===== src/rtl/ceespu_pkg.sv =====
// Shared definitions for the CEESPU memory subsystem: arbiter state encoding,
// bus widths and the default fetch-starvation limit.
package ceespu_pkg;

    localparam int ADDR_W              = 16;
    localparam int DATA_W              = 32;
    localparam int WE_W                = 4;
    localparam int STARVE_LIMIT_DEFAULT = 4;

    typedef enum logic [2:0] {
        ST_IDLE    = 3'd0,
        ST_SERVE_D = 3'd1,
        ST_SERVE_I = 3'd2,
        ST_DONE_D  = 3'd3,
        ST_DONE_I  = 3'd4
    } arbState_t;

    // True while a memory transaction is outstanding on the shared port.
    function automatic logic isServe(input arbState_t s);
        return (s == ST_SERVE_D) || (s == ST_SERVE_I);
    endfunction

endpackage


===== src/rtl/ceespu_mem_arbiter.sv =====
// Arbitrates the instruction-fetch and data ports onto one shared memory port.
// Data has priority, but a waiting fetch wins after STARVE_LIMIT data grants.
module ceespu_mem_arbiter
    import ceespu_pkg::*;
#(
    parameter int STARVE_LIMIT = STARVE_LIMIT_DEFAULT
) (
    input  logic                I_clk,
    input  logic                I_rst,

    input  logic                I_imemEnable,
    input  logic [ADDR_W-1:0]   I_imemAddress,
    output logic [DATA_W-1:0]   O_imemData,
    output logic                O_imemBusy,

    input  logic                I_dmemE,
    input  logic [WE_W-1:0]     I_dmemWe,
    input  logic [ADDR_W-1:0]   I_dmemAddress,
    input  logic [DATA_W-1:0]   I_dmemWData,
    output logic [DATA_W-1:0]   O_dmemData,
    output logic                O_dmemBusy,

    output logic                O_memReq,
    output logic [ADDR_W-1:0]   O_memAddress,
    output logic [DATA_W-1:0]   O_memWData,
    output logic [WE_W-1:0]     O_memWe,
    input  logic                I_memAck,
    input  logic [DATA_W-1:0]   I_memRData
);

    localparam int CNT_W = ($clog2(STARVE_LIMIT + 1) < 1) ? 1 : $clog2(STARVE_LIMIT + 1);
    localparam logic [CNT_W-1:0] CNT_MAX = CNT_W'(STARVE_LIMIT);

    arbState_t        state, stateNext;
    logic [CNT_W-1:0] starveCnt;
    logic             grantD, grantI;
    logic             ackValid;

    assign ackValid = I_memAck && isServe(state);

    always_ff @(posedge I_clk or posedge I_rst) begin
        if (I_rst) state <= ST_IDLE;
        else       state <= stateNext;
    end

    always_comb begin
        stateNext = state;
        grantD    = 1'b0;
        grantI    = 1'b0;
        case (state)
            ST_IDLE: begin
                if (I_dmemE && I_imemEnable) begin
                    if (starveCnt == CNT_MAX) grantI = 1'b1;
                    else                      grantD = 1'b1;
                end else if (I_dmemE) begin
                    grantD = 1'b1;
                end else if (I_imemEnable) begin
                    grantI = 1'b1;
                end
                if (grantD)      stateNext = ST_SERVE_D;
                else if (grantI) stateNext = ST_SERVE_I;
            end
            ST_SERVE_D: if (I_memAck) stateNext = ST_DONE_D;
            ST_SERVE_I: if (I_memAck) stateNext = ST_DONE_I;
            ST_DONE_D,
            ST_DONE_I:  stateNext = ST_IDLE;
            default:    stateNext = ST_IDLE;
        endcase
    end

    // Counts data grants made over a pending fetch; only meaningful in IDLE.
    always_ff @(posedge I_clk or posedge I_rst) begin
        if (I_rst) begin
            starveCnt <= '0;
        end else if (state == ST_IDLE) begin
            if (grantI || !I_imemEnable)
                starveCnt <= '0;
            else if (grantD && starveCnt != CNT_MAX)
                starveCnt <= starveCnt + 1'b1;
        end
    end

    always_ff @(posedge I_clk or posedge I_rst) begin
        if (I_rst) begin
            O_memReq     <= 1'b0;
            O_memAddress <= '0;
            O_memWData   <= '0;
            O_memWe      <= '0;
        end else if (grantD) begin
            O_memReq     <= 1'b1;
            O_memAddress <= I_dmemAddress;
            O_memWData   <= I_dmemWData;
            O_memWe      <= I_dmemWe;
        end else if (grantI) begin
            O_memReq     <= 1'b1;
            O_memAddress <= I_imemAddress;
            O_memWData   <= '0;
            O_memWe      <= '0;
        end else if (ackValid) begin
            O_memReq     <= 1'b0;
        end
    end

    // A requester that dropped out mid-transaction gets nothing back.
    always_ff @(posedge I_clk or posedge I_rst) begin
        if (I_rst) begin
            O_dmemData <= '0;
            O_imemData <= '0;
        end else begin
            if (state == ST_SERVE_D && I_memAck && O_memWe == '0 && I_dmemE)
                O_dmemData <= I_memRData;
            if (state == ST_SERVE_I && I_memAck && I_imemEnable)
                O_imemData <= I_memRData;
        end
    end

    assign O_dmemBusy = I_dmemE      & ~(state == ST_DONE_D);
    assign O_imemBusy = I_imemEnable & ~(state == ST_DONE_I);

endmodule

===== config.mk =====
export PLATFORM = sky130hd
export DESIGN_NAME = ceespu_mem_arbiter
export DESIGN_NICKNAME = d
export VERILOG_FILES = /design/src/rtl/ceespu_pkg.sv /design/src/rtl/ceespu_mem_arbiter.sv
export SDC_FILE = /design/constraint.sdc
export NUM_CORES = 1
export LEC_CHECK = 0
export BUFFER_PORTS_ARGS = -buffer_cell sky130_fd_sc_hd__buf_2
export CAP_MARGIN = 20
export CORE_UTILIZATION = 47
export CTS_CLUSTER_DIAMETER = 200
export DETAILED_ROUTE_END_ITERATION = 16
export MAX_ROUTING_LAYER = met4
export PLACE_DENSITY = 0.8
export SYNTH_ARGS = -nofsm -noshare
export SYNTH_HDL_FRONTEND = slang
export SYNTH_SLANG_ARGS = --single-unit

===== constraint.sdc =====
create_clock -name I_clk -period 4.69 [get_ports I_clk]
set_input_delay 0.938 -clock I_clk [delete_from_list [all_inputs] [get_ports I_clk]]
set_output_delay 0.938 -clock I_clk [all_outputs]
set_load 0.01 [all_outputs]

==> impl_metrics.env <==
export IMPL_status="complete, no violations"
export IMPL_post_dp_hpwl_um=8560
export IMPL_drc=0
export IMPL_area_growth_pct=33.9
export IMPL_pin_count=224
export IMPL_hp_start="O_imemData[18]$_DFFE_PP0P_"
export IMPL_seq_area_um2=3080
export IMPL_wl_per_cell_um=17.0
export IMPL_worst_pin_slew_ns=0.882
export IMPL_drv_cap=0
export IMPL_overflow=0
export IMPL_crit_type="in2out"
export IMPL_routed_via_density=5.35
export IMPL_synth_edf_count=0
export IMPL_period_needed_ns=2.73
export IMPL_start_kind="input pin"
export IMPL_via_count=3861
export IMPL_drive_gt1_share_pct=56.0
export IMPL_clock_latency_ns=0.51
export IMPL_cpLargestDelayFamily="buffers and inverters"
export IMPL_hold_buffers=0
export IMPL_maxSlewViolCount=0
export IMPL_path_cells="buf_2 -> o21a_1 -> buf_2"
export IMPL_fin_skew_ns=0.00758
export IMPL_root_buffer="clkbuf_8"
export IMPL_grt_setup_unrepaired="false"
export IMPL_critPathMaxFanout=40
export IMPL_dr_wl_met2_um=6100
export IMPL_antenna_found_initial=0
export IMPL_cts_tree="yes"
export IMPL_setup_slack_ns=1.96
export IMPL_fin_crit_sh_pct=58.3
export IMPL_routed_top_layer="met4"
export IMPL_initial_core_util_pct=48.6
export IMPL_post_synth_num_cell_types=37
export IMPL_pre_cts_ws_ns=1.98
export IMPL_wl_met1_um=5200
export IMPL_grt_pass1_vias=3830
export IMPL_arrival_ns=1.80
export IMPL_fill_cells=795
export IMPL_p_leak_uw=0.00349
export IMPL_first_pass_iters=4
export IMPL_coreArea_um2=10300
export IMPL_synth_area_leader_cell="dfrtp_1"
export IMPL_syn_num_nets=463
export IMPL_grt_max_degree=74
export IMPL_synth_async_sr_flop_share_pct=100
export IMPL_diodes=0
export IMPL_multi_input_area_um2=1750
export IMPL_cp_end_kind="output pin"
export IMPL_num_nets_final=681
export IMPL_max_freq_mhz=366
export IMPL_yosysTopAreaCellShare_pct=61.3
export IMPL_setup_violations=0
export IMPL_syn_inst=356
export IMPL_gr_usage_all_layers_pct=23.4
export IMPL_tns_ns=0
export IMPL_startpoint="I_dmemE"
export IMPL_slowest_delay_ns=0.48
export IMPL_hold_viol_final=0
export IMPL_worst_path_most_repeated_cell="buf_2"
export IMPL_htree_num_levels=4
export IMPL_peakVddDrop_uv=344
export IMPL_ant_nets=0
export IMPL_cts_resized=0
export IMPL_critPathBufInv=2
export IMPL_clkTransAtPathRegs_ns=0.06
export IMPL_rows=37
export IMPL_die_w_um=105
export IMPL_io_buffer_count=223
export IMPL_route_met3_wl_um=796
export IMPL_die_h_um=105
export IMPL_routed_wl_um=12300
export IMPL_grt_pass1_wl_um=19300
export IMPL_timing_rr_start="state[1]$_DFFE_PP0P_"
export IMPL_cts_buffers=17
export IMPL_ys_ff_latch=123
export IMPL_ys_top_cells_by_area="dfrtp_1 61%, mux2_2 13%, a22o_1 6.6%"
export IMPL_yosys_warnings=0
export IMPL_cp_slowest_cell="buf_2"
export IMPL_gp_routability_congestion=0.763
export IMPL_avgSynthCellArea_um2=14.1
export IMPL_cp_required_ns=3.75
export IMPL_clock_sinks=123
export IMPL_post_cts_buffers=0
export IMPL_synth_seq_area_share_pct=61.3
export IMPL_drtIter0Drc=152
export IMPL_clock_path_buffers=2
export IMPL_dieArea_um2=11100
export IMPL_synthFlopType="dfrtp_1"
export IMPL_synthesis_area_um2=5020
export IMPL_slew_headroom_pct=41.2
export IMPL_min_path_type="reg2reg"
export IMPL_power_density_nw_per_um2=684
## cells by family after synthesis
kind of cell,synth area share (%)
buffers and inverters,4.04
AO/OA/AOI/OAI,13.9
AND/OR/NAND/NOR,5.28
flip-flops,61.3
adder cells (fa/ha/maj),0.498
multiplexers,15.0
## layout make-up
cell class / count / area share [%]
clock buffers: 19 / 6.27
clock inverters: 12 / 1.53
inverters: 5 / 0.316
multi-input cells: 198 / 26.0
flip-flops and latches: 123 / 45.8
well taps: 136 / 2.53
repair buffers: 229 / 17.6
## flip-flops by register name, summed over array words and instances, names as in the netlist
register / count
O_dmemData: 32
O_memReq: 1
O_memWe: 4
O_memAddress: 16
O_memWData: 32
state: 3
O_imemData: 32
starveCnt: 3
## through the flow
| stage | total power (µW) | std cells | util [%] | hold slack (ns) | area [µm²] |
|---|---|---|---|---|---|
| 2_1_floorplan | 2790 | 356 | - | 0.500 | 5020 |
| 3_3_place_gp | 3360 | 689 | 59.7 | 0.468 | 6160 |
| 3_5_place_dp | 3470 | 690 | 60.0 | 0.477 | 6190 |
| 4_1_cts | 4630 | 721 | 65.0 | 0.491 | 6720 |
| 5_1_grt | 4860 | 722 | 65.1 | 0.503 | 6720 |
| 6_report | 4600 | 722 | 65.1 | 0.486 | 6720 |
## synthesized netlist by cell type, types with 2 or more instances
master      n
and3_1      2
inv_1       5
a31oi_1    17
a22o_1     38
dfrtp_1   123
buf_6       6
buf_2       9
nand2_1     2
ha_1        2
nor2_1      3
mux2_4      2
o31ai_1    17
mux2_2     59
mux2_1      5
nor3b_1    17
o21ai_0    16
buf_4       4
clkbuf_1   10
## report_power, final
group | switching (µW) | internal, µW | total (µW)
logic | 839 | 801 | 1640
registers | 272 | 1540 | 1810
clock network | 454 | 693 | 1150
## worst paths after layout
| path | end | slack (ns) | cells past startpoint |
|---|---|---|---|
| setup / recovery | O_dmemBusy | 1.96 | 3 |
| hold / removal | O_imemData[18]$_DFFE_PP0P_ | 0.49 | 1 |
| setup reg to reg | O_memWData[15]$_DFFE_PP0P_ | 2.54 | 4 |
| hold reg to reg | O_imemData[18]$_DFFE_PP0P_ | 0.49 | 1 |
| max in group asynchronous | O_dmemData[16]$_DFFE_PP0P_ | 3.15 | 3 |
| min in group asynchronous | O_imemData[31]$_DFFE_PP0P_ | 0.61 | 2 |
## metal layers
metal | up-vias | global-route usage, %
met5 | - | -
met3 | 14 | 6.37
met4 | 0 | 7.65
met1 | 1900 | 28.5
met2 | 176 | 37.8
li1 | 1771 | -
## cell usage in the layout, fill, tap and decap left out, types with 3 or more instances in the layout
master and count:
buf_2 223, dfrtp_1 123, mux2_2 59, a22o_1 38, nor3b_1 17, a31oi_1 17
o31ai_1 17, o21ai_0 16, clkbuf_16 16, mux2_1 5, clkinv_2 5, buf_4 5
inv_1 4, clkinvlp_4 4, nor2_1 3
No activity file was read; power rests on OpenSTA's default activity.
